**src/rtl/mem_arb_pkg.sv**
```systemverilog
// Shared definitions for the main-memory fill arbiter.
//   - state_t : arbiter FSM states
//   - owner_t : which cache a fill belongs to
//   - widths of addresses, data, word index and block offset
//   - fill_owner(): maps a fill state onto its owning cache
package mem_arb_pkg;

    localparam int ADDR_W     = 16;
    localparam int DATA_W     = 16;
    localparam int WORDS      = 8;
    localparam int WORD_IDX_W = $clog2(WORDS);
    // Block offset in byte-address terms: word index plus the always-zero byte bit.
    localparam int BLK_OFF_W  = WORD_IDX_W + 1;
    localparam int BASE_W     = ADDR_W - BLK_OFF_W;

    typedef enum logic [1:0] {
        IDLE   = 2'd0,
        WRITE  = 2'd1,
        FILL_D = 2'd2,
        FILL_I = 2'd3
    } state_t;

    typedef enum logic [1:0] {
        OWN_NONE = 2'd0,
        OWN_D    = 2'd1,
        OWN_I    = 2'd2
    } owner_t;

    function automatic owner_t fill_owner(input state_t s);
        case (s)
            FILL_D:  return OWN_D;
            FILL_I:  return OWN_I;
            default: return OWN_NONE;
        endcase
    endfunction

endpackage

```
**src/rtl/mem_fill_arbiter_if.sv**
```systemverilog
// Bundle of the cache request lines, the memory bus and the fill return path.
//   master : the arbiter (drives memory bus, fill strobes, acks, busy)
//   slave  : caches + memory model (drive requests, read data, mem_valid)
interface mem_fill_arbiter_if import mem_arb_pkg::*; ();

    // cache requests
    logic                  i_miss;
    logic [ADDR_W-1:0]     i_miss_addr;
    logic                  d_miss;
    logic [ADDR_W-1:0]     d_miss_addr;
    logic                  d_wr;
    logic [ADDR_W-1:0]     d_wr_addr;
    logic [DATA_W-1:0]     d_wr_data;

    // memory bus
    logic                  mem_en;
    logic                  mem_wr;
    logic [ADDR_W-1:0]     mem_addr;
    logic [DATA_W-1:0]     mem_wdata;
    logic [DATA_W-1:0]     mem_rdata;
    logic                  mem_valid;

    // fill return and status
    logic [DATA_W-1:0]     fill_data;
    logic [WORD_IDX_W-1:0] fill_word;
    logic                  i_fill_we;
    logic                  d_fill_we;
    logic                  i_fill_done;
    logic                  d_fill_done;
    logic                  d_wr_ack;
    logic                  busy;

    modport master (
        input  i_miss, i_miss_addr, d_miss, d_miss_addr,
        input  d_wr, d_wr_addr, d_wr_data,
        input  mem_rdata, mem_valid,
        output mem_en, mem_wr, mem_addr, mem_wdata,
        output fill_data, fill_word, i_fill_we, d_fill_we,
        output i_fill_done, d_fill_done, d_wr_ack, busy
    );

    modport slave (
        output i_miss, i_miss_addr, d_miss, d_miss_addr,
        output d_wr, d_wr_addr, d_wr_data,
        output mem_rdata, mem_valid,
        input  mem_en, mem_wr, mem_addr, mem_wdata,
        input  fill_data, fill_word, i_fill_we, d_fill_we,
        input  i_fill_done, d_fill_done, d_wr_ack, busy
    );

endinterface

```
**src/rtl/mem_fill_arbiter_word_ctr.sv**
```systemverilog
// word_ctr: word-index counter for block transfers.
//   clk, rst : clock, asynchronous active-high reset
//   clr_i    : return to 0 (wins over inc_i)
//   inc_i    : advance by one, wrapping at WORDS
//   cnt_o    : current word index
//   last_o   : index is the final word of the block
module word_ctr
    import mem_arb_pkg::*;
(
    input  logic                  clk,
    input  logic                  rst,
    input  logic                  clr_i,
    input  logic                  inc_i,
    output logic [WORD_IDX_W-1:0] cnt_o,
    output logic                  last_o
);

    logic [WORD_IDX_W-1:0] cnt_q;
    logic [WORD_IDX_W-1:0] cnt_d;

    always_comb begin
        cnt_d = cnt_q;
        if (clr_i) begin
            cnt_d = '0;
        end else if (inc_i) begin
            cnt_d = cnt_q + 1'b1;
        end
    end

    always_ff @(posedge clk or posedge rst) begin
        if (rst) begin
            cnt_q <= '0;
        end else begin
            cnt_q <= cnt_d;
        end
    end

    assign cnt_o  = cnt_q;
    assign last_o = (cnt_q == WORD_IDX_W'(WORDS - 1));

endmodule

```
**src/rtl/mem_fill_arbiter.sv**
```systemverilog
// mem_fill_arbiter: sequences the single-ported main memory between
// D-side write-through stores, D-cache fills and I-cache fills.
//   clk, rst : clock, asynchronous active-high reset
//   bus      : mem_fill_arbiter_if.master
//              requests  i_miss/d_miss/d_wr (+ addresses, store data)
//              memory    mem_en/mem_wr/mem_addr/mem_wdata out, mem_rdata/mem_valid in
//              fill      fill_data/fill_word, i/d_fill_we, i/d_fill_done pulses
//              status    d_wr_ack pulse, busy
// Fixed priority store > D fill > I fill. Fills issue all block addresses
// back to back and count returned words by mem_valid, so the memory latency
// is not assumed anywhere.
module mem_fill_arbiter
    import mem_arb_pkg::*;
(
    input  logic               clk,
    input  logic               rst,
    mem_fill_arbiter_if.master bus
);

    state_t                state_q, state_d;
    // The transaction that finished last cycle; IDLE means nobody is masked.
    // Lets a requester drop its level one cycle late without being re-granted.
    state_t                mask_q, mask_d;
    logic [BASE_W-1:0]     base_q, base_d;
    logic [ADDR_W-1:0]     wr_addr_q, wr_addr_d;
    logic [DATA_W-1:0]     wr_data_q, wr_data_d;
    // The issue counter wraps after the last word; this flag stops further issues.
    logic                  issue_done_q, issue_done_d;

    logic [WORD_IDX_W-1:0] ic, rc;
    logic                  ic_last, rc_last;
    logic                  ic_inc, ic_clr, rc_inc, rc_clr;
    owner_t                owner;

    logic                  mem_en_o, mem_wr_o;
    logic [ADDR_W-1:0]     mem_addr_o;
    logic [DATA_W-1:0]     mem_wdata_o, fill_data_o;
    logic [WORD_IDX_W-1:0] fill_word_o;
    logic                  i_fill_we_o, d_fill_we_o;
    logic                  i_fill_done_o, d_fill_done_o, d_wr_ack_o;

    // Offset bits of miss addresses are irrelevant: fills always start at word 0.
    logic                  unused_offset_bits;
    assign unused_offset_bits = ^{bus.i_miss_addr[BLK_OFF_W-1:0], bus.d_miss_addr[BLK_OFF_W-1:0]};

    word_ctr u_issue_ctr (
        .clk    (clk),
        .rst    (rst),
        .clr_i  (ic_clr),
        .inc_i  (ic_inc),
        .cnt_o  (ic),
        .last_o (ic_last)
    );

    word_ctr u_recv_ctr (
        .clk    (clk),
        .rst    (rst),
        .clr_i  (rc_clr),
        .inc_i  (rc_inc),
        .cnt_o  (rc),
        .last_o (rc_last)
    );

    assign owner = fill_owner(state_q);

    always_comb begin
        state_d       = state_q;
        mask_d        = IDLE;
        base_d        = base_q;
        wr_addr_d     = wr_addr_q;
        wr_data_d     = wr_data_q;
        issue_done_d  = issue_done_q;
        ic_inc        = 1'b0;
        ic_clr        = 1'b0;
        rc_inc        = 1'b0;
        rc_clr        = 1'b0;
        mem_en_o      = 1'b0;
        mem_wr_o      = 1'b0;
        mem_addr_o    = '0;
        mem_wdata_o   = '0;
        fill_data_o   = '0;
        fill_word_o   = '0;
        i_fill_we_o   = 1'b0;
        d_fill_we_o   = 1'b0;
        i_fill_done_o = 1'b0;
        d_fill_done_o = 1'b0;
        d_wr_ack_o    = 1'b0;

        case (state_q)
            IDLE: begin
                ic_clr       = 1'b1;
                rc_clr       = 1'b1;
                issue_done_d = 1'b0;
                if (bus.d_wr && (mask_q != WRITE)) begin
                    state_d   = WRITE;
                    base_d    = bus.d_wr_addr[ADDR_W-1:BLK_OFF_W];
                    wr_addr_d = bus.d_wr_addr;
                    wr_data_d = bus.d_wr_data;
                end else if (bus.d_miss && (mask_q != FILL_D)) begin
                    state_d = FILL_D;
                    base_d  = bus.d_miss_addr[ADDR_W-1:BLK_OFF_W];
                end else if (bus.i_miss && (mask_q != FILL_I)) begin
                    state_d = FILL_I;
                    base_d  = bus.i_miss_addr[ADDR_W-1:BLK_OFF_W];
                end
            end

            WRITE: begin
                mem_en_o    = 1'b1;
                mem_wr_o    = 1'b1;
                mem_addr_o  = wr_addr_q;
                mem_wdata_o = wr_data_q;
                d_wr_ack_o  = 1'b1;
                mask_d      = WRITE;
                state_d     = IDLE;
            end

            FILL_D, FILL_I: begin
                if (!issue_done_q) begin
                    mem_en_o   = 1'b1;
                    mem_addr_o = {base_q, ic, 1'b0};
                    ic_inc     = 1'b1;
                    if (ic_last) begin
                        issue_done_d = 1'b1;
                    end
                end
                if (bus.mem_valid) begin
                    fill_data_o = bus.mem_rdata;
                    fill_word_o = rc;
                    i_fill_we_o = (owner == OWN_I);
                    d_fill_we_o = (owner == OWN_D);
                    rc_inc      = 1'b1;
                    if (rc_last) begin
                        i_fill_done_o = (owner == OWN_I);
                        d_fill_done_o = (owner == OWN_D);
                        mask_d        = state_q;
                        state_d       = IDLE;
                        ic_clr        = 1'b1;
                        rc_clr        = 1'b1;
                        issue_done_d  = 1'b0;
                    end
                end
            end

            default: begin
                state_d = IDLE;
            end
        endcase
    end

    always_ff @(posedge clk or posedge rst) begin
        if (rst) begin
            state_q      <= IDLE;
            mask_q       <= IDLE;
            base_q       <= '0;
            wr_addr_q    <= '0;
            wr_data_q    <= '0;
            issue_done_q <= 1'b0;
        end else begin
            state_q      <= state_d;
            mask_q       <= mask_d;
            base_q       <= base_d;
            wr_addr_q    <= wr_addr_d;
            wr_data_q    <= wr_data_d;
            issue_done_q <= issue_done_d;
        end
    end

    assign bus.mem_en      = mem_en_o;
    assign bus.mem_wr      = mem_wr_o;
    assign bus.mem_addr    = mem_addr_o;
    assign bus.mem_wdata   = mem_wdata_o;
    assign bus.fill_data   = fill_data_o;
    assign bus.fill_word   = fill_word_o;
    assign bus.i_fill_we   = i_fill_we_o;
    assign bus.d_fill_we   = d_fill_we_o;
    assign bus.i_fill_done = i_fill_done_o;
    assign bus.d_fill_done = d_fill_done_o;
    assign bus.d_wr_ack    = d_wr_ack_o;
    assign bus.busy        = (state_q != IDLE);

endmodule

```
**src/flat_wrapper.sv**
```systemverilog
// flat-port wrapper written by rule: the top's interface ports become plain ports
module mem_fill_arbiter_flat import mem_arb_pkg::*;
  (clk, rst, bus_i_miss, bus_i_miss_addr, bus_d_miss, bus_d_miss_addr, bus_d_wr, bus_d_wr_addr, bus_d_wr_data, bus_mem_rdata, bus_mem_valid, bus_mem_en, bus_mem_wr, bus_mem_addr, bus_mem_wdata, bus_fill_data, bus_fill_word, bus_i_fill_we, bus_d_fill_we, bus_i_fill_done, bus_d_fill_done, bus_d_wr_ack, bus_busy);
  mem_fill_arbiter_if bus_i ();
  input  logic clk;
  input  logic rst;
  input wire logic [$bits(bus_i.i_miss)-1:0] bus_i_miss;
  input wire logic [$bits(bus_i.i_miss_addr)-1:0] bus_i_miss_addr;
  input wire logic [$bits(bus_i.d_miss)-1:0] bus_d_miss;
  input wire logic [$bits(bus_i.d_miss_addr)-1:0] bus_d_miss_addr;
  input wire logic [$bits(bus_i.d_wr)-1:0] bus_d_wr;
  input wire logic [$bits(bus_i.d_wr_addr)-1:0] bus_d_wr_addr;
  input wire logic [$bits(bus_i.d_wr_data)-1:0] bus_d_wr_data;
  input wire logic [$bits(bus_i.mem_rdata)-1:0] bus_mem_rdata;
  input wire logic [$bits(bus_i.mem_valid)-1:0] bus_mem_valid;
  output wire logic [$bits(bus_i.mem_en)-1:0] bus_mem_en;
  output wire logic [$bits(bus_i.mem_wr)-1:0] bus_mem_wr;
  output wire logic [$bits(bus_i.mem_addr)-1:0] bus_mem_addr;
  output wire logic [$bits(bus_i.mem_wdata)-1:0] bus_mem_wdata;
  output wire logic [$bits(bus_i.fill_data)-1:0] bus_fill_data;
  output wire logic [$bits(bus_i.fill_word)-1:0] bus_fill_word;
  output wire logic [$bits(bus_i.i_fill_we)-1:0] bus_i_fill_we;
  output wire logic [$bits(bus_i.d_fill_we)-1:0] bus_d_fill_we;
  output wire logic [$bits(bus_i.i_fill_done)-1:0] bus_i_fill_done;
  output wire logic [$bits(bus_i.d_fill_done)-1:0] bus_d_fill_done;
  output wire logic [$bits(bus_i.d_wr_ack)-1:0] bus_d_wr_ack;
  output wire logic [$bits(bus_i.busy)-1:0] bus_busy;
  assign bus_i.i_miss = bus_i_miss;
  assign bus_i.i_miss_addr = bus_i_miss_addr;
  assign bus_i.d_miss = bus_d_miss;
  assign bus_i.d_miss_addr = bus_d_miss_addr;
  assign bus_i.d_wr = bus_d_wr;
  assign bus_i.d_wr_addr = bus_d_wr_addr;
  assign bus_i.d_wr_data = bus_d_wr_data;
  assign bus_i.mem_rdata = bus_mem_rdata;
  assign bus_i.mem_valid = bus_mem_valid;
  assign bus_mem_en = bus_i.mem_en;
  assign bus_mem_wr = bus_i.mem_wr;
  assign bus_mem_addr = bus_i.mem_addr;
  assign bus_mem_wdata = bus_i.mem_wdata;
  assign bus_fill_data = bus_i.fill_data;
  assign bus_fill_word = bus_i.fill_word;
  assign bus_i_fill_we = bus_i.i_fill_we;
  assign bus_d_fill_we = bus_i.d_fill_we;
  assign bus_i_fill_done = bus_i.i_fill_done;
  assign bus_d_fill_done = bus_i.d_fill_done;
  assign bus_d_wr_ack = bus_i.d_wr_ack;
  assign bus_busy = bus_i.busy;
  mem_fill_arbiter u_core (.clk(clk), .rst(rst), .bus(bus_i));
endmodule
```
**config.mk**
```make
export PLATFORM = sky130hd
export DESIGN_NAME = mem_fill_arbiter_flat
export DESIGN_NICKNAME = d
export VERILOG_FILES = /design/src/rtl/mem_arb_pkg.sv /design/src/rtl/mem_fill_arbiter_if.sv /design/src/rtl/mem_fill_arbiter_word_ctr.sv /design/src/rtl/mem_fill_arbiter.sv /design/src/flat_wrapper.sv
export SDC_FILE = /design/constraint.sdc
export NUM_CORES = 1
export LEC_CHECK = 0
export ABC_AREA = 1
export BUFFER_PORTS_ARGS = -buffer_cell sky130_fd_sc_hd__buf_2
export CAP_MARGIN = 20
export CORE_ASPECT_RATIO = 1.25
export CORE_MARGIN = 8
export CORE_UTILIZATION = 45
export DETAILED_ROUTE_END_ITERATION = 8
export PLACE_DENSITY = 0.85
export SLEW_MARGIN = 20
export SYNTH_ARGS = -nofsm -noshare
export SYNTH_HDL_FRONTEND = slang
export SYNTH_HIERARCHICAL = 1
export SYNTH_SLANG_ARGS = --single-unit
```
**constraint.sdc**
```tcl
create_clock -name clk -period 4.2 [get_ports clk]
set_input_delay 0.21 -clock clk [delete_from_list [all_inputs] [get_ports clk]]
set_output_delay 0.21 -clock clk [all_outputs]
set_load 0.005 [all_outputs]
```
==> results.py, run 1 <==
metrics = {
    "worst_setup_path": {
        "r2r-start": "u_core/mask_q[1]$_DFF_PP0_",
        "worst_path_largest_cell_delay_ps": 460,
        "crit_chain": "inv_1 > nor2_4 > inv_2 > o21ai_0 > buf_2",
        "crit_family": "buffers and inverters",
        "rr_worst_depth": 7,
        "crit_buf_inv": 3,
        "crit_type": "reg2out",
        "end_kind": "output port",
        "r2r_slack_ps": 2420,
        "startpoint_type": "flip-flop",
        "crit_slowest_cell": "dfrtp_1",
        "r2r-end": "u_core/wr_addr_q[0]$_DFFE_PP0P_",
        "cp_max_fo": 21,
        "crit_arrival_ps": 1910,
        "required_ps": 3990,
    },
    "global_routing": {
        "grt_usage": 0.176,
        "grt_max_degree": 53,
        "grt_pass1_wl_um": 13500,
        "gr-total-overflow": 0,
        "grt_pass1_vias": 2991,
        "antenna_found_initial": 0,
    },
    "drt": {
        "route.met3.wl_um": 547,
        "wl_per_cell_um": 13.7,
        "met2WireLength_um": 4290,
        "drc": 0,
        "top_layer_used": "met4",
        "num_vias": 2991,
        "routed_wl_um": 8380,
        "drtIter0Drc": 189,
        "viasPerCell": 4.89,
        "final_antenna_net_count": 0,
        "drt-met1-wl_um": 3360,
        "dr.pass1.iters": 5,
    },
    "synthesis": {
        "dominantRegCellSynth": "dfrtp_1",
        "synth_common_cells": "nand2_1, nor2_1, dfrtp_1, nand3_1, inv_1",
        "syn-num-nets": 493,
        "yosys-top-cells-area": "dfrtp_1, nand2_1, nand3_1",
        "synth_top_area_frac": 0.457,
        "synth_top_area_cell": "dfrtp_1",
        "ys_warn_count": 6,
        "ys_ff_latch": 55,
        "synth.avg_cell_area_um2": 7.48,
        "syn_inst": 403,
        "syn_area_um2": 3010,
        "async_flop_share": 1.00,
        "synth.most_common_cell": "nand2_1",
        "synth_enable_flop_cells": 0,
        "ys_seq_area_frac": 0.457,
        "yosysUniqueCellTypes": 21,
    },
    "run": {
        "maxCapViolations": 0,
    },
    "clock_network": {
        "cts.path.max_buffers": 2,
        "cts_setup_buffers": 0,
        "cts_num_sinks": 55,
        "clkTransAtPathRegs_ps": 90,
        "clk_latency_ps": 300,
        "cts_buffers": 5,
        "root_buffer": "clkbuf_8",
        "cts_tree": "done",
        "htree_levels": 2,
    },
    "power": {
        "p_total_mw": 2.06,
        "power_density_nw_per_um2": 552,
        "ir_drop_uv": 275,
        "leakagePower_nw": 2.28,
    },
    "timing": {
        "tns_ps": 0,
        "post-route-period-util": 0.504,
        "tightest_slew_ps": 1030,
        "rsz0062_at_grt": "false",
        "finalSetupViolCount": 0,
        "skew_ps": 3.15,
        "drv_slew": 0,
        "hold_violations": 0,
        "maxSlewHeadroom": 0.316,
        "post-route-min-period_ps": 2120,
        "max_freq_mhz": 473,
    },
    "layout": {
        "drive_gt1_frac": 0.301,
        "multiInputGateArea_um2": 1260,
        "nets": 616,
        "area_growth_pct": 23.9,
        "final_cells": 612,
        "register_area_um2": 1380,
        "nFillCells": 630,
        "antenna_cells": 0,
    },
    "placed_design": {
        "gp_congestion": 0.804,
        "io_buffer_count": 136,
        "place_inst": 605,
        "dp_hpwl_um": 6290,
    },
    "floorplan": {
        "die_h_um": 108,
        "dieArea_um2": 9590,
        "start_util": 0.462,
        "ios": 145,
        "core_region_area_um2": 6520,
        "rows": 33,
        "die_width_um": 89.2,
    },
    "worst_hold_path": {
        "hold_path_class": "in2reg",
        "holdCritStartpoint": "bus_d_wr_addr[4]",
        "min_path_cells": 3,
        "holdPathEnd": "u_core/wr_addr_q[4]$_DFFE_PP0P_",
    },
    "status": {
        "status": "finished clean",
    },
}
kinds of logic after synthesis:
family / Yosys count / share of synthesized area
buffers and inverters: 79 / 0.124
adder cells (fa/ha/maj): 4 / 0.0166
AO/OA/AOI/OAI: 40 / 0.0814
flip-flops: 55 / 0.457
AND/OR/NAND/NOR: 225 / 0.322
area by class of cell:
type,count,share of cell area
Timing Repair Buffer,137,0.185
Clock buffer,6,0.0194
Inverter,58,0.0593
Tap cell,87,0.0291
Sequential cell,55,0.369
Multi-Input combinational cell,269,0.339
worst min-delay path, cell delays in order:
cell     delay, ps
buf_2           90
nand3_1         60
nand2_1         60
state kept, by name, indices dropped and copies added, names as in the netlist:
name and cells:
u_core/base_q 12, u_core/issue_done_q 1, u_core/state_q 2, u_core/mask_q 2
u_core/u_recv_ctr/cnt_o 3, u_core/u_issue_ctr/cnt_o 3, u_core/wr_addr_q 16, u_core/wr_data_q 16
layout by cell type, fill, tap and decap left out, drive strengths merged:
cell | netlist | layout
ha | 4 | 4
a22o | 12 | 12
inv | 58 | 57
nor2 | 68 | 68
clkbuf | 2 | 6
a21oi | 21 | 21
nand3 | 56 | 56
nand2 | 101 | 101
buf | 19 | 136
clkinv | 0 | 1
o21ai | 7 | 7
dfrtp | 55 | 55
dlygate4sd3 | 0 | 1
stage by stage:
step	utilization	instance area (um^2)	hold WS, ps	setup WS (ps)
6_report	0.572	3730	156	2080
5_1_grt	0.572	3730	145	1890
4_1_cts	0.572	3730	143	2100
3_5_place_dp	0.560	3650	107	2440
3_3_place_gp	0.560	3650	99.5	2450
2_1_floorplan	-	3010	-36.4	2800
power by group:
part / switching [mW] / internal (mW) / total (mW)
logic: 0.543 / 0.365 / 0.908
registers: 0.124 / 0.761 / 0.885
clock network: 0.158 / 0.112 / 0.269
total: 0.825 / 1.24 / 2.06
worst max-delay path by stage:
stage / from / end / cells past startpoint
2_1_floorplan: u_core/u_recv_ctr/cnt_o[0]$_DFFE_PP0P_ / u_core/u_recv_ctr/cnt_o[0]$_DFFE_PP0P_ / 9
6_report: u_core/state_q[0]$_DFFE_PP0P_ / bus_mem_addr[3] / 5
3_3_place_gp: u_core/state_q[0]$_DFFE_PP0P_ / bus_mem_en / 5
5_1_grt: u_core/state_q[0]$_DFFE_PP0P_ / bus_mem_addr[3] / 5
3_5_place_dp: u_core/mask_q[1]$_DFF_PP0_ / u_core/wr_addr_q[0]$_DFFE_PP0P_ / 7
4_1_cts: u_core/state_q[0]$_DFFE_PP0P_ / bus_mem_addr[3] / 5
what timing repair did:
item                                   CTS  global route
endpoints found under the hold margin    6             0
gates resized for setup                  0             0
hold buffers                             1             0
routing by layer:
layer  vias up  track usage
met5         -            0
met4         0       0.0763
met3        14       0.0298
met2        94        0.306
met1      1391        0.204
li1       1492            -
Note: power is estimated with default switching activity, not from simulation.
==> inputs of run 2 (changes only) <==
CORE_UTILIZATION = 42   (was 45)
PLACE_DENSITY = 0.84   (was 0.85)
clock period = 1.9 ns   (was 4.2 ns; I/O delays follow)
==> results.py, run 2 (same netlist as run 1, synthesis figures left out) <==
metrics = {
    "timing": {
        "rsz0062_at_grt": "false",
        "skew_ps": 10.5,
        "maxSlewHeadroom": 0.645,
        "tns_ps": 0,
        "tightest_slew_ps": 533,
        "post-route-period-util": 0.912,
        "finalSetupViolCount": 0,
        "post-route-min-period_ps": 1730,
        "max_freq_mhz": 577,
        "drv_slew": 0,
        "hold_violations": 0,
        "whs_ps": 36.7,
    },
    "power": {
        "power.switching_mw": 1.84,
        "power_frac_comb": 0.444,
        "leakagePower_nw": 2.36,
        "power_density_nw_per_um2": 1250,
        "switching_share": 0.381,
        "clkPwrFrac": 0.150,
        "p_int_mw": 3.00,
        "power_frac_seq": 0.406,
        "ir_drop_uv": 575,
        "p_total_mw": 4.84,
    },
    "drt": {
        "wl_per_cell_um": 13.9,
        "num_vias": 3044,
        "viasPerCell": 4.85,
        "dr.pass1.iters": 4,
        "final_antenna_net_count": 0,
        "drtIter0Drc": 185,
        "routed_wl_um": 8690,
        "drc": 0,
    },
    "worst_hold_path": {
        "hold_path_class": "in2reg",
    },
    "worst_setup_path": {
        "end_kind": "output port",
        "startpoint_type": "flip-flop",
        "crit_type": "reg2out",
        "crit_arrival_ps": 1640,
        "required_ps": 1800,
        "cp_max_fo": 21,
    },
    "global_routing": {
        "gr-total-overflow": 0,
        "grt_usage": 0.167,
        "antenna_found_initial": 0,
        "grt_max_degree": 53,
        "grt_pass1_vias": 3072,
        "grt_pass1_wl_um": 14300,
    },
    "layout": {
        "largest_registers": "u_core/wr_addr_q x16, u_core/wr_data_q x16, u_core/base_q x12",
        "final_common_cell": "buf_2",
        "nets": 627,
        "final_util": 0.555,
        "mostFrequentLayoutCells": "buf_2, nand2_1, nor2_1",
        "area_growth_pct": 28.6,
        "antenna_cells": 0,
        "drive_gt1_frac": 0.317,
    },
    "clock_network": {
        "cts_num_sinks": 55,
        "cts_buffers": 5,
        "cts_tree": "done",
        "clkTransAtPathRegs_ps": 90,
        "post_cts_resized": 0,
        "clk_latency_ps": 300,
        "cts.path.max_buffers": 2,
        "htree_levels": 2,
        "root_buffer": "clkbuf_8",
    },
    "floorplan": {
        "die_width_um": 91.8,
        "dieArea_um2": 10200,
        "core_region_area_um2": 6980,
        "die_h_um": 111,
        "rows": 34,
        "ios": 145,
        "start_util": 0.432,
    },
    "placed_design": {
        "dp_hpwl_um": 6670,
        "io_buffer_count": 136,
        "gp_congestion": 0.839,
    },
    "status": {
        "status": "finished clean",
    },
    "run": {
        "maxCapViolations": 0,
    },
}
run 2: cell types whose count changed in the layout (fill, tap and decap cells not counted):
cell	before	now
buf_12	0	2
bufinv_16	0	1
inv_2	4	5
buf_4	0	9
clkinv_2	1	0
run 2: power by group through the flow:
stage                     sequential [mW]  clock [mW]  combinational (mW)
final                                1.97       0.724                2.15
after global routing                 2.03       0.812                2.43
after detailed placement             1.99           0                2.04
after global placement               1.95           0                1.97
after CTS                            1.97       0.755                2.06
after floorplan                      1.91           0                1.43
run 2: per-stage QoR:
step / setup WS (ps) / instances / area [um^2]
finish: 167 / 627 / 3870
global route: 42.7 / 627 / 3870
CTS: 38.7 / 623 / 3830
detailed placement: 272 / 615 / 3720
global placement: 370 / 615 / 3720
floorplan: 505 / 403 / 3010
run 2: worst max-delay path, cell delays in order (launching register included):
cell	delay [ps]
dfrtp_1	460
inv_1	170
nor2_4	70
inv_2	280
o21ai_0	180
buf_2	160
run 2: layout make-up:
class,instances,area [um^2]
clock buffer,6,72.6
clock inverter,1,30.0
fill,679,3100
inverter,58,220
multi-input combinational,269,1260
sequential,55,1380
tap,90,113
timing repair buffer,148,798
run 2: per-layer routing:
layer	up-vias	part of all wire	GRT usage	wire (um)
met5	-	0	0	0
met4	0	0.017	0.0614	150
met3	12	0.072	0.0400	625
met2	114	0.51	0.299	4440
met1	1400	0.40	0.186	3470
li1	1518	-	-	-
run 2: timing repair:
action                     in CTS  in global routing
hold endpoints to repair       26                  0
buffers inserted                0                  4
setup endpoints to repair       0                 13
hold buffers                    1                  0
run 2: path summary, 6_finish.rpt:
check / depth (start not counted) / end / slack [ps] / startpoint
worst max register to register: 7 / u_core/wr_data_q[7]$_DFFE_PP0P_ / 260 / u_core/mask_q[1]$_DFF_PP0_
max in group asynchronous: 4 / u_core/wr_addr_q[4]$_DFFE_PP0P_ / 1020 / rst
min in group asynchronous: 3 / u_core/u_issue_ctr/cnt_o[2]$_DFFE_PP0P_ / 220 / rst
worst min register to register: 2 / u_core/wr_addr_q[15]$_DFFE_PP0P_ / 480 / u_core/wr_addr_q[15]$_DFFE_PP0P_
worst max-delay path: 5 / bus_mem_en / 170 / u_core/state_q[0]$_DFFE_PP0P_
worst min-delay path: 3 / u_core/wr_addr_q[9]$_DFFE_PP0P_ / 40 / bus_d_wr_addr[9]
==> inputs of run 3 (changes only) <==
ABC_AREA = not set   (was 1)
CORE_UTILIZATION = 43   (was 42)
==> results.py, run 3 <==
metrics = {
    "floorplan": {
        "rows": 35,
        "ios": 145,
        "die_h_um": 114,
        "start_util": 0.444,
        "core_region_area_um2": 7400,
        "dieArea_um2": 10700,
        "die_width_um": 94.2,
    },
    "clock_network": {
        "cts_buffers": 5,
        "clk_latency_ps": 300,
        "htree_levels": 2,
        "cts_setup_buffers": 0,
        "root_buffer": "clkbuf_8",
        "ctsHoldBuffers": 3,
        "cts_tree": "done",
        "post_cts_resized": 0,
        "cts_num_sinks": 55,
        "cts.path.max_buffers": 2,
        "clkTransAtPathRegs_ps": 90,
    },
    "synthesis": {
        "syn-num-nets": 382,
        "ys_seq_area_frac": 0.419,
        "dominantRegCellSynth": "dfrtp_1",
        "synth_common_cells": "dfrtp_1, mux2_4, and3_1, and2_1, a22o_1",
        "async_flop_share": 1.00,
        "ys_ff_latch": 55,
        "ys_warn_count": 6,
        "synth.avg_cell_area_um2": 11.3,
        "yosys-top-cells-area": "dfrtp_1, mux2_4, a22o_1",
        "synth_top_area_cell": "dfrtp_1",
        "syn_area_um2": 3290,
        "synth_enable_flop_cells": 0,
        "syn_inst": 292,
        "synth_top_area_frac": 0.419,
        "yosysUniqueCellTypes": 41,
        "synth.most_common_cell": "dfrtp_1",
    },
    "power": {
        "leakagePower_nw": 2.37,
        "power_density_nw_per_um2": 1270,
        "ir_drop_uv": 501,
        "p_total_mw": 5.43,
    },
    "timing": {
        "post-route-min-period_ps": 1800,
        "maxSlewHeadroom": 0.578,
        "whs_ps": 14.1,
        "post-route-period-util": 0.946,
        "tightest_slew_ps": 634,
        "hold_violations": 0,
        "max_freq_mhz": 556,
        "skew_ps": 2.54,
        "finalSetupViolCount": 0,
        "drv_slew": 0,
        "rsz0062_at_grt": "false",
        "tns_ps": 0,
    },
    "global_routing": {
        "grt_pass1_wl_um": 14900,
        "grt_max_degree": 32,
        "grt_usage": 0.170,
        "antenna_found_initial": 0,
        "grt_pass1_vias": 3151,
        "gr-total-overflow": 0,
    },
    "worst_setup_path": {
        "cp_max_fo": 28,
        "crit_type": "reg2reg",
        "rr_worst_depth": 4,
        "crit_arrival_ps": 1990,
        "required_ps": 2100,
        "r2r-start": "u_core/state_q[0]$_DFFE_PP0P_",
        "end_kind": "flip-flop",
        "worst_path_largest_cell_delay_ps": 490,
        "crit_chain": "or2_4 > or3_2 > buf_12 > mux2_4",
        "crit_slowest_cell": "or3_2",
        "r2r_slack_ps": 100,
        "r2r-end": "u_core/wr_data_q[13]$_DFFE_PP0P_",
        "startpoint_type": "flip-flop",
    },
    "drt": {
        "drtIter0Drc": 155,
        "drc": 0,
        "viasPerCell": 5.41,
        "num_vias": 2867,
        "final_antenna_net_count": 0,
        "wl_per_cell_um": 17.4,
        "routed_wl_um": 9210,
        "dr.pass1.iters": 5,
    },
    "placed_design": {
        "dpl_cell_area_um2": 4110,
        "gp_congestion": 0.941,
        "dp_hpwl_um": 7080,
        "io_buffer_count": 136,
    },
    "layout": {
        "final_common_cell": "buf_2",
        "drive_gt1_frac": 0.475,
        "area_growth_pct": 30.7,
        "nFillCells": 626,
        "stdcell_area_um2": 4290,
        "largest_registers": "u_core/wr_addr_q x16, u_core/wr_data_q x16, u_core/base_q x12",
        "antenna_cells": 0,
        "mostFrequentLayoutCells": "buf_2, dfrtp_1, mux2_4",
        "nets": 527,
    },
    "status": {
        "status": "finished clean",
    },
    "worst_hold_path": {
        "hold_path_class": "in2reg",
        "holdCritStartpoint": "bus_d_wr_data[10]",
        "min_path_cells": 2,
        "holdPathEnd": "u_core/wr_data_q[10]$_DFFE_PP0P_",
    },
    "run": {
        "maxCapViolations": 0,
    },
}
==> run 3: critical path, delay by kind of cell (launching register included) <==
family                 cells  cell delay [ps]
AND/OR/NAND/NOR            2              750
flip-flops                 1              390
multiplexers               1              320
buffers and inverters      1              200
==> run 3: how the worst max path moves through the flow <==
stage	end	slack, ps	from
finish	u_core/wr_data_q[13]$_DFFE_PP0P_	100	u_core/state_q[0]$_DFFE_PP0P_
global route	bus_mem_addr[6]	20	u_core/state_q[1]$_DFFE_PP0P_
CTS	u_core/wr_data_q[6]$_DFFE_PP0P_	100	u_core/state_q[0]$_DFFE_PP0P_
detailed placement	u_core/wr_data_q[6]$_DFFE_PP0P_	120	u_core/state_q[0]$_DFFE_PP0P_
global placement	u_core/wr_data_q[7]$_DFFE_PP0P_	140	u_core/state_q[0]$_DFFE_PP0P_
floorplan	u_core/base_q[0]$_DFFE_PP0P_	130	u_core/state_q[0]$_DFFE_PP0P_
==> run 3: cell families (layout without fill, tap and decap cells) <==
kind of cell,count (synthesis),count (layout),share of synthesized area
AND/OR/NAND/NOR,77,77,0.138
AO/OA/AOI/OAI,65,65,0.153
buffers and inverters,37,183,0.0609
multiplexers,52,52,0.208
adder cells (fa/ha/maj),4,4,0.0152
XOR/XNOR,2,2,0.00533
flip-flops,55,55,0.419
==> run 3: area by class of cell <==
type                       instances  area (um^2)  share of cell area
multi-input combinational        200         1710               0.399
sequential                        55         1380               0.321
timing repair buffer             163          926               0.216
tap                               92          115              0.0268
clock buffer                       6         82.6              0.0192
inverter                          12         45.0              0.0105
clock inverter                     2         35.0             0.00816
==> run 3: per-layer routing <==
metal  global-route usage  routed length (um)  up-vias
met2                0.308                4790      129
met1                0.186                3580     1374
met5                    0                   0        -
met4               0.0520                 131        0
li1                     -                   -     1354
met3               0.0427                 711       10
==> run 3: through the flow <==
step | std cells | worst slack, ps | utilization
floorplan | 292 | 131 | -
detailed placement | 515 | 117 | 0.555
CTS | 526 | 103 | 0.575
global placement | 515 | 137 | 0.555
global route | 530 | 22.5 | 0.580
finish | 530 | 103 | 0.580
==> run 3: where the power goes <==
part | switching (mW) | internal, mW | leakage, nW
combinational | 1.05 | 1.52 | 1.65
clock | 0.374 | 0.427 | 0.0612
sequential | 0.330 | 1.74 | 0.661
